[src/rtl/qif_spike_monitor.sv]
// qif_spike_monitor: threshold spike detector with refractory period and windowed firing rate.
// Optional re-arm hysteresis (WAIT_LOW state) enabled by defining QIF_SPIKE_HYST_EN.
module qif_spike_monitor #(
    parameter logic [23:0] WINDOW_CYCLES  = 24'd10_000_000,
    parameter logic [7:0]  REFRACT_CYCLES = 8'd4
`ifdef QIF_SPIKE_HYST_EN
    ,
    parameter logic [7:0]  HYST_MARGIN    = 8'd16
`endif
) (
    input  logic       clk,
    input  logic       rst_n,
    input  logic       ena,
    input  logic [7:0] v_mem,
    input  logic [7:0] v_thresh,
    output logic       spike,
    output logic       refractory,
    output logic [7:0] rate,
    output logic       rate_valid
);
`ifdef QIF_SPIKE_HYST_EN
    typedef enum logic [1:0] {ARMED, REFRACT, WAIT_LOW} state_t;
`else
    typedef enum logic [1:0] {ARMED, REFRACT} state_t;
`endif
    state_t      state, state_nx;
    logic [7:0]  rcnt, rcnt_nx;
    logic [23:0] win;
    logic [7:0]  scnt;
    logic        hit, fire, wrap;
    logic [8:0]  sum;
    logic [7:0]  sat;

    assign hit  = v_mem >= v_thresh;
    assign fire = (state == ARMED) && hit;
    assign wrap = win == WINDOW_CYCLES - 24'd1;
    // The pulse visible this cycle is counted before the window closes.
    assign sum  = {1'b0, scnt} + {8'b0, spike};
    assign sat  = sum[8] ? 8'hFF : sum[7:0];

`ifdef QIF_SPIKE_HYST_EN
    logic [7:0] rearm;
    assign rearm = (v_thresh > HYST_MARGIN) ? v_thresh - HYST_MARGIN : 8'd0;
`endif

    always_comb begin
        state_nx = state;
        rcnt_nx  = rcnt;
        if (state == ARMED) begin
            if (hit) begin
                state_nx = REFRACT;
                rcnt_nx  = REFRACT_CYCLES - 8'd1;
            end
        end else if (state == REFRACT) begin
            if (rcnt == 8'd0)
`ifdef QIF_SPIKE_HYST_EN
                state_nx = WAIT_LOW;
`else
                state_nx = ARMED;
`endif
            else
                rcnt_nx = rcnt - 8'd1;
        end
`ifdef QIF_SPIKE_HYST_EN
        else if (v_mem < rearm) begin
            state_nx = ARMED;
        end
`endif
    end

    always_ff @(posedge clk or negedge rst_n) begin
        if (!rst_n) begin
            state      <= ARMED;
            rcnt       <= 8'd0;
            win        <= 24'd0;
            scnt       <= 8'd0;
            spike      <= 1'b0;
            refractory <= 1'b0;
            rate       <= 8'd0;
            rate_valid <= 1'b0;
        end else begin
            spike      <= 1'b0;
            rate_valid <= 1'b0;
            if (ena) begin
                state      <= state_nx;
                rcnt       <= rcnt_nx;
                spike      <= fire;
                refractory <= state_nx == REFRACT;
                win        <= wrap ? 24'd0 : win + 24'd1;
                scnt       <= wrap ? 8'd0 : sat;
                rate_valid <= wrap;
                if (wrap)
                    rate <= sat;
            end
        end
    end
endmodule

[config.mk]
export PLATFORM = sky130hd
export DESIGN_NAME = qif_spike_monitor
export DESIGN_NICKNAME = d
export VERILOG_FILES = /design/src/rtl/qif_spike_monitor.sv
export SDC_FILE = /design/constraint.sdc
export NUM_CORES = 1
export LEC_CHECK = 0
export ABC_CLOCK_PERIOD_IN_PS = 2300
export CAP_MARGIN = 5
export CORE_MARGIN = 1.5
export CORE_UTILIZATION = 35
export DETAILED_ROUTE_END_ITERATION = 8
export GPL_ROUTABILITY_DRIVEN = 0
export HOLD_SLACK_MARGIN = 0.03
export PLACE_DENSITY = 0.63
export RECOVER_POWER = 25
export SLEW_MARGIN = 30
export SYNTH_ARGS = -nofsm -noshare
export SYNTH_HDL_FRONTEND = slang
export SYNTH_SLANG_ARGS = --single-unit
[constraint.sdc]
create_clock -name clk -period 2.3 [get_ports clk]
set_input_delay 0.46 -clock clk [delete_from_list [all_inputs] [get_ports clk]]
set_output_delay 0.46 -clock clk [all_outputs]
set_load 0.005 [all_outputs]
==> results by group <==
Outcome
  – Status: finished clean

Layout
  – Register area: 1330 um2
  – Fill count: 781
  – Final nets: 364
  – Post-route insts no fill: 436
  – Leading cell type in the layout, fill and taps excluded: dfrtp_1
  – Layout area overhead: 21.2%
  – ANT cells: 0
  – Most frequent cells in the layout: dfrtp_1, clkdlybuf4s50_1, nor2_1, nand2_1, nand3_1
  – Multi-input logic area: 1420 um2
  – Share of cells above drive strength 1: 0.111

Route
  – Routed met1 length: 2580 um
  – Post-route DRC: 0
  – Top layer in use: met4
  – Starting DRC count in detailed routing: 75
  – Routed len/inst: around 12 um
  – Post-Route WL: 5320 um
  – DRT Pass-1 Iters: 4
  – Via count: 2206
  – Via density: between 5 and 6
  – WL met3: 169 um
  – Routed length on met2: approximately 2500 um
  – Final ANT Viol Nets: 0

Timing
  – Max Freq: 458 MHz
  – Final hold violation count: 0
  – Relative slew slack: 0.139
  – TNS Setup: 0 ns
  – Final setup skew: 0.00759 ns
  – Worst-margin pin slew: 1.29 ns
  – Final Cycle Share: 0.950
  – Post-layout min period: roughly 2.2 ns
  – Slew Limit Fails: 0
  – Setup violators final: 0
  – RSZ-0062 raised after global routing: false

Global routing
  – First-pass GRT wire length: 9450 um
  – Initial antenna violation count: 0
  – Gr usage total: 0.134
  – GRT overflow: 0
  – Via count of the first global-routing pass: 2119
  – Pin count of the biggest net entering global routing: 54

Synthesis
  – #FFs+latches synth: 53
  – Most used DFF post-synth: dfrtp_1
  – Dominant cell type by area after synthesis: dfrtp_1
  – Synthesized area: 2840 um2
  – Share of the synthesized area in the top cell type: 0.467
  – Total number of yosys warnings: 0
  – Asr flop ratio synth: 1.00
  – Post-Syn Instances: roughly 290
  – Post-Synthesis Net Count: between 300 and 400
  – Library cells used by synthesis: 43
  – Synthesized area per cell: between 9 and 10 um2
  – Synth top area cells: dfrtp_1, ha_1, xnor2_1, nand3_1, nand2_1
  – Post-synth EDFFs: 0
  – Sequential cell area fraction in the yosys report: 0.467

Placed design
  – # port buffers: 29
  – Cell count after placement: 428
  – Hpwl dp: 3920 um

Clock network
  – Max clock buf depth: 2
  – Clk sinks: 53
  – H-Tree Depth: 2
  – TritonCTS Buffers: 5
  – Clk_lat worst skew: approximately 0.30 ns
  – Clk slew on worst S/H paths: 0.09 ns
  – CTS tree: done
  – Clock root buffer: clkbuf_8
  – CTS Hold Bufs: 0

Critical path
  – Max incr delay on CP: 0.41 ns
  – Worst setup endpoint: rate[2]
  – Endpoint class of the critical path: register
  – Worst path bufs/invs: 1
  – FF-to-FF Start: win[0]
  – Worst setup path startpoint: win[0]
  – Critical Path RT: 2.49 ns
  – CP max stage cell: dfrtp_1
  – R2R Path End: rate[2]
  – Critical path class: register to register
  – Crit start category: register
  – CP Cell Sequence: ha_1, nor4bb_1, and4b_1, and4_1, and2_1, buf_4, mux2_2
  – Critical-path maximum fanout: 5
  – Critical path data arrival time: 2.38 ns
  – R2R depth: 7
  – Crit path depth: 7
  – R2R Setup Slk: 0.12 ns
  – Largest delay share family, worst path: simple AND/OR/NAND/NOR gates

Power and ir drop
  – Peak VDD IR: 326 uV
  – Clock power frac: 0.273
  – Pwr Density: between 600 and 700 nW/um2
  – Switching Share: 0.288
  – Int Power: 1.69 mW
  – Reg power frac: 0.512
  – Leak pwr: 1.64 nW
  – Net Sw Power: 0.682 mW
  – Gate power share: 0.215
  – Tot Pwr: 2.37 mW

Floorplanning
  – Die width: roughly 93 um
  – Site Rows: 32
  – DIE AREA: 8670 um2
  – Core Area: 7810 um2
  – Initial Utilization: 0.364
  – Die Y: 93.1 um
  – Total I/O pin count: 30

Run
  – Max cap viols: 0

Worst hold path
  – HP Class: register to register
  – HP Start: state[1]
## state kept, by name (all words and copies together) (netlist names)
signal and flops:
refractory 1, scnt 8, rcnt 8, rate_valid 1
spike 1, win 24, state 2, rate 8
## stage by stage
step | instance area, um2 | util | worst slack (ns) | hold WS (ns)
global route | 3450 | 0.441 | 0.0106 | 0.457
finish | 3450 | 0.441 | 0.115 | 0.414
CTS | 3450 | 0.441 | 0.112 | 0.143
detailed placement | 3330 | 0.426 | -0.209 | 0.400
floorplan | 2840 | - | 0.262 | 0.164
global placement | 3330 | 0.426 | -0.134 | 0.387
## power groups by stage
stage          clock network [mW]  logic [mW]  registers (mW)
5_1_grt                     0.714       0.587            1.23
3_5_place_dp                    0       0.511            1.23
3_3_place_gp                    0       0.496            1.23
6_report                    0.646       0.509            1.21
4_1_cts                     0.673       0.513            1.21
2_1_floorplan                   0       0.355            1.20
## cell usage after synthesis, types with 3 or more instances
master	n
ha_1	12
nor3_1	7
xor2_1	10
a31o_2	3
mux2i_1	4
a21oi_1	12
mux2_2	6
xnor2_1	16
nor4_1	4
or2_2	3
nand2_1	24
and3_1	11
nand3_1	20
nand4_1	10
o21ai_0	9
nor2_1	24
and4_1	3
clkbuf_1	7
nand2b_1	6
inv_1	19
dfrtp_1	53
## cells by family after synthesis
family                     after synthesis  share of synthesized area
and+or+nand+nor                        126                      0.234
AOI/OAI and AO/OA                       37                     0.0885
xor gates and xnor gates                26                     0.0801
muxes                                   10                     0.0379
DFF                                     53                      0.467
adders and majority gates               12                     0.0528
buffers and inverters                   29                     0.0405
## per-layer routing
layer | GRT usage | up-vias
met4 | 0.0341 | 0
li1 | - | 1110
met2 | 0.217 | 27
met3 | 0.0276 | 9
met1 | 0.184 | 1060
met5 | 0 | -
## cell type report
type | instances | share of cell area
clock buffer | 7 | 0.0251
clock inverter | 1 | 0.00871
inverter | 19 | 0.0207
multi-input combinational | 211 | 0.411
sequential | 53 | 0.385
tap | 102 | 0.0370
timing repair buffer | 43 | 0.113
## how the worst min path moves through the flow
| stage | end | cells after the start |
|---|---|---|
| 6_report | state[1] | 0 |
| 5_1_grt | state[1] | 0 |
| 4_1_cts | rcnt[0] | 2 |
| 3_5_place_dp | state[1] | 0 |
| 3_3_place_gp | state[1] | 0 |
| 2_1_floorplan | rate[0] | 0 |
## repair_timing
item                                    4_1_cts  5_1_grt
endpoints found under the setup margin        0        2
setup buffers                                 0        0
resized for setup                             0        2
Note: power is estimated with default switching activity, not from simulation.
